$ cat src/rtl/timer_unit_pkg.sv
// Shared types and defaults for the timer unit: counter FSM states and default width.
package timer_unit_pkg;

  typedef enum logic [1:0] {
    IDLE = 2'd0,
    RUN  = 2'd1,
    DONE = 2'd2
  } tcnt_state_e;

  localparam int TCNT_CNT_W_DEFAULT = 32;

endpackage : timer_unit_pkg

$ cat src/rtl/timer_unit_tick_counter_if.sv
// Control/status bundle of the tick counter stage; the controller side drives
// the *_i members, the counter drives the *_o members.
interface timer_unit_tick_counter_if
  import timer_unit_pkg::*;
#(
  parameter int CNT_W = TCNT_CNT_W_DEFAULT
);

  logic             enable_count_i;
  logic             reset_count_i;
  logic             prescaler_en_i;
  logic             tick_i;
  logic             one_shot_i;
  logic             cmp_clr_i;
  logic [CNT_W-1:0] compare_value_i;
  logic             write_counter_i;
  logic [CNT_W-1:0] counter_value_i;
  logic [CNT_W-1:0] counter_value_o;
  logic             target_reached_o;
  logic             overflow_o;
  logic             irq_o;

  modport master (
    output enable_count_i, reset_count_i, prescaler_en_i, tick_i, one_shot_i,
           cmp_clr_i, compare_value_i, write_counter_i, counter_value_i,
    input  counter_value_o, target_reached_o, overflow_o, irq_o
  );

  modport slave (
    input  enable_count_i, reset_count_i, prescaler_en_i, tick_i, one_shot_i,
           cmp_clr_i, compare_value_i, write_counter_i, counter_value_i,
    output counter_value_o, target_reached_o, overflow_o, irq_o
  );

endinterface : timer_unit_tick_counter_if

$ cat src/rtl/timer_unit_tick_counter.sv
// Main counter stage of the timer unit: advances on prescaler ticks (or every cycle),
// compares against a target and produces registered target/overflow pulses and an IRQ level.
module timer_unit_tick_counter
  import timer_unit_pkg::*;
#(
  parameter int CNT_W = TCNT_CNT_W_DEFAULT
) (
  input  logic                     clk_i,
  input  logic                     rst_ni,
  timer_unit_tick_counter_if.slave bus
);

  tcnt_state_e      state_q, state_d;
  logic [CNT_W-1:0] cnt_q, cnt_d;
  logic             target_q, target_d;
  logic             ovf_q, ovf_d;
  logic             irq_q, irq_d;

  logic adv;
  logic match;
  logic clr;
  logic match_hold;

  assign adv        = bus.enable_count_i
                    & (bus.prescaler_en_i ? bus.tick_i : 1'b1)
                    & (state_q == RUN);
  assign match      = adv & (cnt_q == bus.compare_value_i);
  assign clr        = bus.reset_count_i | bus.write_counter_i;
  assign match_hold = match & bus.one_shot_i;

  // FSM next state; a clear/load in the match cycle keeps the counter in RUN.
  always_comb begin
    // NOTE: every combinational output gets a default first so no path infers a latch.
    state_d = state_q;
    unique case (state_q)
      IDLE: if (bus.enable_count_i) state_d = RUN;
      RUN: begin
        if (!bus.enable_count_i)        state_d = IDLE;
        else if (match_hold && !clr)    state_d = DONE;
      end
      DONE: if (clr) state_d = IDLE;
      default: state_d = IDLE;
    endcase
  end

  always_comb begin
    cnt_d = cnt_q;
    if (bus.reset_count_i)                  cnt_d = '0;
    else if (bus.write_counter_i)           cnt_d = bus.counter_value_i;
    else if (match_hold)                    cnt_d = cnt_q;
    else if (match && bus.cmp_clr_i)        cnt_d = '0;
    else if (adv)                           cnt_d = cnt_q + 1'b1;
  end

  // A wrap counts whenever the all-ones value advances, including a match-clear to zero.
  always_comb begin
    target_d = match & ~clr;
    ovf_d    = adv & (&cnt_q) & ~clr & ~match_hold;
    irq_d    = irq_q;
    if (clr)           irq_d = 1'b0;
    else if (target_d) irq_d = 1'b1;
  end

  // NOTE: sequential state uses non-blocking assignments so all flops update together.
  always_ff @(posedge clk_i or negedge rst_ni) begin
    if (!rst_ni) state_q <= IDLE;
    else         state_q <= state_d;
  end

  always_ff @(posedge clk_i or negedge rst_ni) begin
    if (!rst_ni) cnt_q <= '0;
    else         cnt_q <= cnt_d;
  end

  always_ff @(posedge clk_i or negedge rst_ni) begin
    if (!rst_ni) begin
      target_q <= 1'b0;
      ovf_q    <= 1'b0;
      irq_q    <= 1'b0;
    end else begin
      target_q <= target_d;
      ovf_q    <= ovf_d;
      irq_q    <= irq_d;
    end
  end

  assign bus.counter_value_o  = cnt_q;
  assign bus.target_reached_o = target_q;
  assign bus.overflow_o       = ovf_q;
  assign bus.irq_o            = irq_q;

endmodule : timer_unit_tick_counter
$ cat src/flat_wrapper.sv
// flat-port wrapper written by rule: the top's interface ports become plain ports
module timer_unit_tick_counter_flat import timer_unit_pkg::*;
#(
  parameter int CNT_W = TCNT_CNT_W_DEFAULT
)
  (clk_i, rst_ni, bus_enable_count_i, bus_reset_count_i, bus_prescaler_en_i, bus_tick_i, bus_one_shot_i, bus_cmp_clr_i, bus_compare_value_i, bus_write_counter_i, bus_counter_value_i, bus_counter_value_o, bus_target_reached_o, bus_overflow_o, bus_irq_o);
  timer_unit_tick_counter_if #(.CNT_W(CNT_W)) bus_i ();
  input  logic clk_i;
  input  logic rst_ni;
  input wire logic [$bits(bus_i.enable_count_i)-1:0] bus_enable_count_i;
  input wire logic [$bits(bus_i.reset_count_i)-1:0] bus_reset_count_i;
  input wire logic [$bits(bus_i.prescaler_en_i)-1:0] bus_prescaler_en_i;
  input wire logic [$bits(bus_i.tick_i)-1:0] bus_tick_i;
  input wire logic [$bits(bus_i.one_shot_i)-1:0] bus_one_shot_i;
  input wire logic [$bits(bus_i.cmp_clr_i)-1:0] bus_cmp_clr_i;
  input wire logic [$bits(bus_i.compare_value_i)-1:0] bus_compare_value_i;
  input wire logic [$bits(bus_i.write_counter_i)-1:0] bus_write_counter_i;
  input wire logic [$bits(bus_i.counter_value_i)-1:0] bus_counter_value_i;
  output wire logic [$bits(bus_i.counter_value_o)-1:0] bus_counter_value_o;
  output wire logic [$bits(bus_i.target_reached_o)-1:0] bus_target_reached_o;
  output wire logic [$bits(bus_i.overflow_o)-1:0] bus_overflow_o;
  output wire logic [$bits(bus_i.irq_o)-1:0] bus_irq_o;
  assign bus_i.enable_count_i = bus_enable_count_i;
  assign bus_i.reset_count_i = bus_reset_count_i;
  assign bus_i.prescaler_en_i = bus_prescaler_en_i;
  assign bus_i.tick_i = bus_tick_i;
  assign bus_i.one_shot_i = bus_one_shot_i;
  assign bus_i.cmp_clr_i = bus_cmp_clr_i;
  assign bus_i.compare_value_i = bus_compare_value_i;
  assign bus_i.write_counter_i = bus_write_counter_i;
  assign bus_i.counter_value_i = bus_counter_value_i;
  assign bus_counter_value_o = bus_i.counter_value_o;
  assign bus_target_reached_o = bus_i.target_reached_o;
  assign bus_overflow_o = bus_i.overflow_o;
  assign bus_irq_o = bus_i.irq_o;
  timer_unit_tick_counter #(.CNT_W(CNT_W)) u_core (.clk_i(clk_i), .rst_ni(rst_ni), .bus(bus_i));
endmodule
$ cat config.mk
export PLATFORM = sky130hd
export DESIGN_NAME = timer_unit_tick_counter_flat
export DESIGN_NICKNAME = d
export VERILOG_FILES = /design/src/rtl/timer_unit_pkg.sv /design/src/rtl/timer_unit_tick_counter_if.sv /design/src/rtl/timer_unit_tick_counter.sv /design/src/flat_wrapper.sv
export SDC_FILE = /design/constraint.sdc
export NUM_CORES = 1
export LEC_CHECK = 0
export CAP_MARGIN = 30
export CORE_AREA = 2 2 83 85
export CTS_BUF_LIST = sky130_fd_sc_hd__clkbuf_4
export CTS_CLUSTER_SIZE = 30
export DETAILED_ROUTE_END_ITERATION = 8
export DIE_AREA = 0 0 85 87
export PLACE_DENSITY = 0.81
export SLEW_MARGIN = 30
export SYNTH_ARGS = -nofsm -noshare
export SYNTH_HDL_FRONTEND = slang
export SYNTH_SLANG_ARGS = --single-unit
$ cat constraint.sdc
create_clock -name clk_i -period 2.95 [get_ports clk_i]
set_input_delay 0.59 -clock clk_i [delete_from_list [all_inputs] [get_ports clk_i]]
set_output_delay 0.59 -clock clk_i [all_outputs]
set_load 0.1 [all_outputs]
# [Word level (Yosys, flattened, before mapping)]
# Cells that the tools add are included.
[op_classes] n_addsub=1 eq_ne=7 mux=13 n_bitwise=11 reduce_logical=9
[ops] operator="2-to-1 mux 32 bit" count=5
[ops] operator="adder 32 x 1 -> 32 bit, second input constant" count=1
[ops] operator="== test 32 bit" count=1
[ops] operator="AND reduction 32 bit" count=1
[ops] operator="bitwise AND 1 bit" count=8
[ops] operator="2-to-1 mux 2 bit" count=4
[ops] operator="inequality test 3 bit, second input constant" count=2
[ops] operator="case mux 2 bit (3 select lines)" count=1
[ops] operator="nonzero test 4 bit" count=1
[ops] operator="2-to-1 mux 1 bit" count=3
[ops] operator="AND reduction 3 bit" count=1
[ops] operator="== test 2 x 1 -> 1 bit, second input constant" count=1
[ops] operator="== test 2 bit, second input constant" count=1
[ops] operator="logical AND 1 bit" count=2
[ops] operator="zero test 2 bit" count=1
[ops] operator="inequality test 2 x 1 -> 1 bit, second input constant" count=1
[ops] operator="inequality test 2 bit, second input constant" count=1
[ops] operator="NOT 1 bit" count=2
[ops] operator="AND reduction 2 bit" count=1
[ops] operator="nonzero test 2 bit" count=1
[ops] operator="zero test 1 bit" count=1
[ops] operator="OR 1 bit" count=1
[totals] regBits=37 word_cells=46

# [Logic depth before layout (Yosys ltp)]
# Gate-level depths: netlist of run 1.
[logic_depth] depth_word=9 ltp_mapped=8 depth_no_buf=7

# [Least setup slack after synthesis of run 1]
# No wires, ideal clock.
[synth_timing] kind="register to register" startpoint="register u_core.cnt_q[0] (netlist: u_core.bus.counter_value_o[0])" endpoint="register u_core.cnt_q[24] (netlist: u_core.bus.counter_value_o[24])" t_arrival_ns=2.659 slack_ns=0.165 path_stages_with_launch=9 n_path_buf=1 period_less_slack_ns=2.785 path_cell_list="dfrtp_1 -> ha_1 -> and3_1 -> and3_1 -> buf_2 -> nand3_1 -> o21a_1 -> a32o_1 -> a221o_1"
[synth_via] elab_chain_cells=7 elab_cells_between_ends=13
[synth_lines] item="start: declaration" line_no="timer_unit_tick_counter.sv:14" rtl="logic [CNT_W-1:0] cnt_q, cnt_d;"
[synth_lines] item="start signal: assignment" line_no="timer_unit_tick_counter.sv:72" rtl="else cnt_q <= cnt_d;"
[synth_lines] item="branches (longest 7 deep; another with adder 32 x 1 -> 32 bit)"
# Parallel ways; which one is timed is not known. The select of a mux whose other input is x is not followed.
# A chain may end at the register's enable or synchronous reset.

# [Worst setup path after layout of run 1]
[layout_timing] startpoint="input bus_compare_value_i[14]" endpoint="register u_core.cnt_q[22] (netlist: u_core.bus.counter_value_o[22])"
[layout_via] elab_chain_cells=7 elab_cells_between_ends=11
[layout_lines] item="start: declaration" line_no="flat_wrapper.sv:16" rtl="input wire logic [$bits(bus_i.compare_value_i)-1:0] bus_compare_value_i;"
[layout_lines] item="== test 32 bit (*)" line_no="timer_unit_tick_counter.sv:27" rtl="assign match = adv & (cnt_q == bus.compare_value_i);"
[layout_lines] item="bitwise AND 1 bit (*)" line_no="timer_unit_tick_counter.sv:27"
[layout_lines] item="logical AND 1 bit" line_no="timer_unit_tick_counter.sv:51" rtl="else if (match && bus.cmp_clr_i) cnt_d = '0;"
[layout_lines] item="2-to-1 mux 32 bit" line_no="timer_unit_tick_counter.sv:51"
[layout_lines] item="2-to-1 mux 32 bit" line_no="timer_unit_tick_counter.sv:50" rtl="else if (match_hold) cnt_d = cnt_q;"
[layout_lines] item="2-to-1 mux 32 bit" line_no="timer_unit_tick_counter.sv:49" rtl="else if (bus.write_counter_i) cnt_d = bus.counter_value_i;"
[layout_lines] item="2-to-1 mux 32 bit" line_no="timer_unit_tick_counter.sv:48" rtl="if (bus.reset_count_i) cnt_d = '0;"
# Every way passes the cells marked *; elsewhere a longest branch is shown, timed or not. The select of a mux whose other input is x is not followed.

==> results of run 1 <==
-- report_power, final --
part	switching (W)	internal, W	total, W
Clock	0.000184	0.0000958	0.000280
Combinational	0.000365	0.000204	0.000569
Sequential	0.0000654	0.000537	0.000602
Total	0.000615	0.000837	0.00145
-- cell usage in the layout, fill, tap and decap left out, types with 2 or more instances in the layout --
| master | Yosys | routed |
|---|---|---|
| nor2_1 | 25 | 24 |
| a21oi_1 | 4 | 4 |
| a221o_1 | 8 | 8 |
| or2_2 | 3 | 3 |
| o22ai_1 | 2 | 2 |
| and2b_1 | 2 | 2 |
| a21boi_0 | 5 | 5 |
| o221ai_1 | 3 | 3 |
| nor2b_1 | 2 | 2 |
| a32o_1 | 6 | 6 |
| nand3_1 | 40 | 40 |
| clkdlybuf4s50_1 | 0 | 72 |
| nand4b_1 | 3 | 3 |
| a32oi_1 | 6 | 6 |
| nor4_2 | 2 | 2 |
| a22oi_1 | 4 | 4 |
| xor2_1 | 32 | 32 |
| a31oi_1 | 4 | 4 |
| and3_1 | 9 | 9 |
| nand2_1 | 27 | 27 |
| and2_1 | 21 | 21 |
| nor4_1 | 10 | 10 |
| nor3_1 | 5 | 5 |
| buf_4 | 2 | 60 |
| o211ai_1 | 8 | 8 |
| clkbuf_4 | 0 | 6 |
| dfrtp_1 | 37 | 37 |
| inv_1 | 7 | 7 |
| and4_1 | 3 | 3 |
| o21ai_0 | 11 | 11 |
| and2_0 | 2 | 2 |
| nand4_1 | 14 | 14 |
-- how the worst max path moves through the flow --
stage                                       start                        endpoint  slack (ns)  cells after the start
floorplan           u_core.bus.counter_value_o[0]  u_core.bus.counter_value_o[24]        0.16                      8
CTS                        bus_compare_value_i[0]  u_core.bus.counter_value_o[22]        0.38                      7
finish                    bus_compare_value_i[14]  u_core.bus.counter_value_o[22]        0.30                      7
global placement           bus_compare_value_i[1]  u_core.bus.counter_value_o[24]        0.02                      7
detailed placement        bus_compare_value_i[14]  u_core.bus.counter_value_o[22]      -0.007                      7
global route              bus_compare_value_i[14]  u_core.bus.counter_value_o[21]        0.23                      7
-- flip-flops by register name, summed over array words and instances (netlist names) --
register and count:
u_core.bus.target_reached_o 1, u_core.state_q 2, u_core.bus.counter_value_o 32, u_core.bus.irq_o 1, u_core.bus.overflow_o 1
-- per-stage QoR --
| step | std cells | instance area [µm²] | setup TNS (ns) | hold slack [ns] |
|---|---|---|---|---|
| 4_1_cts | 543 | 4100 | 0 | 0.549 |
| 5_1_grt | 543 | 4100 | 0 | 0.578 |
| 6_report | 543 | 4100 | 0 | 0.545 |
| 3_5_place_dp | 536 | 4050 | -0.00712 | 0.528 |
| 3_3_place_gp | 536 | 4050 | 0 | 0.514 |
| 2_1_floorplan | 346 | 2890 | 0 | 0.294 |
-- kinds of logic (layout without fill, tap and decap cells) --
family                   count (synthesis)  count (layout)  synth area share [%]
AO/OA/AOI/OAI                           69              69                  18.2
XOR/XNOR                                33              33                  9.99
adder cells (fa/ha/maj)                  1               1                 0.432
buffers and inverters                   29             146                  4.89
flip-flops                              37              37                  32.0
multiplexers                             1               1                 0.389
AND/OR/NAND/NOR                        176             176                  34.2
-- final cells by class --
type | instances | area (µm²)
fill | 568 | 2470
multi-input combinational | 280 | 1830
clock buffer | 6 | 45.0
sequential | 37 | 926
timing repair buffer | 132 | 1170
tap | 80 | 100
inverter | 7 | 26.3
clock inverter | 1 | 3.75
-- per-layer routing --
layer / vias up / part of all wire (%) / GRT usage, %
met5: - / 0 / 0
met4: 0 / 2.6 / 11.7
met3: 22 / 6.5 / 4.27
met2: 158 / 48 / 45.1
met1: 1537 / 43 / 36.1
li1: 1519 / - / -
-- critical path, delay by kind of cell --
family / cells / cell delay, ns
buf+inv: 1 / 0.43
compound gates: 3 / 1.00
simple gates: 2 / 0.75
xor+xnor: 1 / 0.15
==> impl_metrics.toml, run 1 <==
[status]
outcome = "finished, final reports clean"

[synth]
synthArstFlopShare_pct = 100
yosysMostFrequentCell = "nand3_1"
synth_top_area_share_pct = 32.0
synth_area_leader_cell = "dfrtp_1"
synth_fp_nets = 420
syn_avg_cell_area_um2 = 8.36
ys.flop_type = "dfrtp_1"
yosys_register_bits = 37
synth.top_cells.by_count = "nand3_1 (40), dfrtp_1 (37), xor2_1 (32)"
synth_cells = 346
yosys-top-cells-area = "dfrtp_1 (32%), xor2_1 (9.7%), nand3_1 (6.9%)"
synth_edf_count = 0
seq_area_frac_synth_pct = 32.0
yosys_warnings = 0
synth_area_mm2 = 0.00289
synth.distinct_cells = 52

[critical_path]
slowest_stage = "nor4_1"
required_ns = 3.22
r2r-end = "u_core.bus.counter_value_o[22]"
r2r_cells = 6
cp-end-kind = "register"
crit_fanout = 11
path_class = "input pin to register"
slowest_delay_ns = 0.53
path_cells = "clkdlybuf4s50_1 -> xor2_1 -> nor4_1 -> nand4_1 -> o31a_1 -> a32o_1 -> a221o_1"
reg2reg_slack_ns = 0.41
r2r_start = "u_core.bus.counter_value_o[14]"
startpoint_type = "input pin"
arrival_ns = 2.92

[pwr]
power_density_mw_per_mm2 = 354
ir_worst_vdd_mv = 0.216
power.leakage_nw = 1.79
total_power_w = 0.00145

[placed_design]
hpwl_mm = 7.63
gp_congestion = 0.921
io_buffers = 107
place_ws_ns = -0.00712

[global_route]
antenna_found_initial = 0
overflow = 0
grt_max_degree = 39
grt_pass1_vias = 3219
grt_pass1_wl_mm = 16.0
grt_util_all_layers_pct = 27.5

[cells_and_area]
final_core_util_pct = 62.4
synthToLayoutAreaGrowth_pct = 41.7
n_antenna_cell = 0
drive_above_1_share_pct = 16.8
nNetsFinal = 537

[clock_tree]
insertion_delay_ns = 0.37
cts.repair.resized = 0
htreeDepth = 2
clkSlewWorstSetupHoldPaths_ns = 0.12
postCtsHoldBufs = 0
cts_tree = "built"
cts.sinks = 37
root_buffer = "clkbuf_4"
postCtsSetupBuffers = 0
cts-buffers-inserted = 5
cts_buffer_depth = 2

[sta]
worst_pin_slew_ns = 0.548
setup_violations = 0
worst_slack_ns = 0.296
fin_crit_sh_pct = 90.0
grt_setup_unrepaired = "false"
fmaxAchievable_mhz = 377
drv_slew = 0
hold_violations = 0
finalClockSkew_ns = 0.0143
maxSlewHeadroom_pct = 63.1
period_needed_ns = 2.65

[worst_hold_path]
hp-start = "u_core.state_q[1]"
whs_endpoint = "u_core.state_q[1]"
hold_path.class = "register to register"
min_delay_path_depth = 1

[routing]
initialDrtViolationCount = 267
viasPerCell = 5.96
vias = 3236
final_antenna_net_count = 0
routed_wl_mm = 10.1
drt-pass1-iter-count = 5
wire_per_inst_um = 18.6
post-route-drc-count = 0

[die]
die_x_um = 85
die-area_mm2 = 0.00740
start_util_pct = 44.1
num_rows = 30
ioPinCount = 108
die_y_um = 87
coreArea_mm2 = 0.00657

[job]
maxCapViolCount = 0
Power figures use the tool's default switching activity.
==> run 2, diff against run 1 <==
--- a/config.mk
+++ b/config.mk
@@ -11,6 +11,7 @@
 export CTS_CLUSTER_SIZE = 30
 export DETAILED_ROUTE_END_ITERATION = 8
 export DIE_AREA = 0 0 85 87
+export GPL_ROUTABILITY_DRIVEN = 0
 export PLACE_DENSITY = 0.81
 export SLEW_MARGIN = 30
 export SYNTH_ARGS = -nofsm -noshare
==> run 2 against run 1 <==
Compared with the run above:
- final area is 0.18% lower
- via count is 0.68% higher
- cell count is 0.18% lower
- sequential share of layout area hardly changed
- highest routed layer unchanged
- hold slack worse by 0.00078 ns
- wire length is 2.2% lower
- critical path depth is 2 higher
- largest cell class unchanged
- sequential power hardly changed
- die area stayed put
- clock-buffer cell count stayed put
- register-to-register slack worse by 0.07 ns
==> impl_metrics.toml, run 2 (synthesis results as in run 1) <==
[die]
die_x_um = 85
die_y_um = 87
num_rows = 30
coreArea_mm2 = 0.00657
ioPinCount = 108
start_util_pct = 44.1
die-area_mm2 = 0.00740

[cells_and_area]
final_cell_mix = "clkdlybuf4s50_1 (72), buf_4 (59), nand3_1 (40), dfrtp_1 (37), xor2_1 (32)"
nNetsFinal = 536
multi_input_area_mm2 = 0.00183
n_antenna_cell = 0
drive_above_1_share_pct = 16.7
fill_cells = 564
design_area_mm2 = 0.00409
largest_reg_flops = 32
final_cells = 542
layout_commonest_cell = "clkdlybuf4s50_1"
regArea_um2 = 926
synthToLayoutAreaGrowth_pct = 41.5

[sta]
period_needed_ns = 2.71
drv_slew = 0
hold_violations = 0
fin_hold_ws_ns = 0.545
finalClockSkew_ns = 0.00963
setup_violations = 0
grt_setup_unrepaired = "false"
fin_crit_sh_pct = 92.0
worst_slack_ns = 0.236
worst_pin_slew_ns = 0.541
maxSlewHeadroom_pct = 63.7
fmaxAchievable_mhz = 369

[clock_tree]
htreeDepth = 2
postCtsHoldBufs = 0
root_buffer = "clkbuf_4"
clkSlewWorstSetupHoldPaths_ns = 0.11
cts_tree = "built"
cts.sinks = 37
cts.repair.resized = 0
insertion_delay_ns = 0.35
cts_buffer_depth = 2
postCtsSetupBuffers = 0
cts-buffers-inserted = 5

[routing]
viasPerCell = 6.01
wire_per_inst_um = 18.2
post-route-drc-count = 0
routed_wl_mm = 9.85
final_antenna_net_count = 0
vias = 3258
initialDrtViolationCount = 281
drt-pass1-iter-count = 5

[worst_hold_path]
hp-start = "u_core.state_q[1]"
hold_path.class = "register to register"

[pwr]
p_clk_share_pct = 18.6
power.leakage_nw = 1.79
power_frac_comb_pct = 39.8
power_density_mw_per_mm2 = 352
pwr-share-seq_pct = 41.6
total_power_w = 0.00144
sw_frac_of_total_pct = 41.9
switchingPower_w = 0.000603
internal_power_w = 0.000837
ir_worst_vdd_mv = 0.255

[critical_path]
r2r-end = "u_core.bus.counter_value_o[0]"
crit_start = "bus_compare_value_i[24]"
crit_fanout = 7
path_class = "input pin to register"
r2r_start = "u_core.bus.counter_value_o[10]"
r2r_cells = 8
cp-endpoint = "u_core.bus.counter_value_o[0]"
arrival_ns = 3.00
required_ns = 3.24
startpoint_type = "input pin"
cp-end-kind = "register"
reg2reg_slack_ns = 0.34

[job]
maxCapViolCount = 0

[placed_design]
io_buffers = 107
place_area_mm2 = 0.00405
placed_cells = 535
place_ws_ns = -0.0356
hpwl_mm = 7.44

[global_route]
overflow = 0
grt_pass1_vias = 3189
antenna_found_initial = 0
grt_util_all_layers_pct = 26.4
grt_max_degree = 39
grt_pass1_wl_mm = 15.4

[status]
outcome = "finished, final reports clean"
==> run 2: critical path: stages <==
cell             delay [ns]
clkdlybuf4s50_1        0.41
xor2_1                 0.15
nor4_1                 0.52
nand4_1                0.24
o31ai_2                0.39
buf_4                  0.23
and2_1                 0.15
buf_4                  0.16
a221o_1                0.16
==> run 2: cell type report <==
cell class                 instances  share of cell area, %
multi-input combinational        280                   44.7
timing repair buffer             131                   28.4
sequential                        37                   22.6
tap                               80                   2.44
clock buffer                       6                   1.10
inverter                           7                  0.642
clock inverter                     1                 0.0917
==> run 2: power groups by stage <==
stage	logic [W]	registers, W	clock network, W
floorplan	0.000141	0.000805	0
global placement	0.000565	0.000607	0
detailed placement	0.000570	0.000607	0
CTS	0.000572	0.000598	0.000274
global route	0.000599	0.000606	0.000290
finish	0.000572	0.000600	0.000268
==> run 2: through the flow <==
step / util [%] / setup TNS (ns)
floorplan: - / 0
global placement: 61.6 / 0
detailed placement: 61.6 / -0.282
CTS: 62.3 / 0
global route: 62.3 / 0
finish: 62.3 / 0
==> run 2: how the worst min path moves through the flow <==
stage,endpoint,slack (ns),depth (start not counted)
after floorplan,u_core.bus.counter_value_o[0],0.29,0
after global routing,u_core.state_q[1],0.56,1
after CTS,u_core.state_q[1],0.55,1
final,u_core.state_q[1],0.54,1
after detailed placement,u_core.state_q[1],0.53,1
after global placement,u_core.state_q[1],0.51,1
==> run 2: routing by layer <==
metal	vias up	global-route usage, %	routed length (µm)
li1	1520	-	-
met1	1519	34.1	4100
met5	-	0	0
met3	25	5.40	849
met2	194	43.5	4660
met4	0	10.1	242
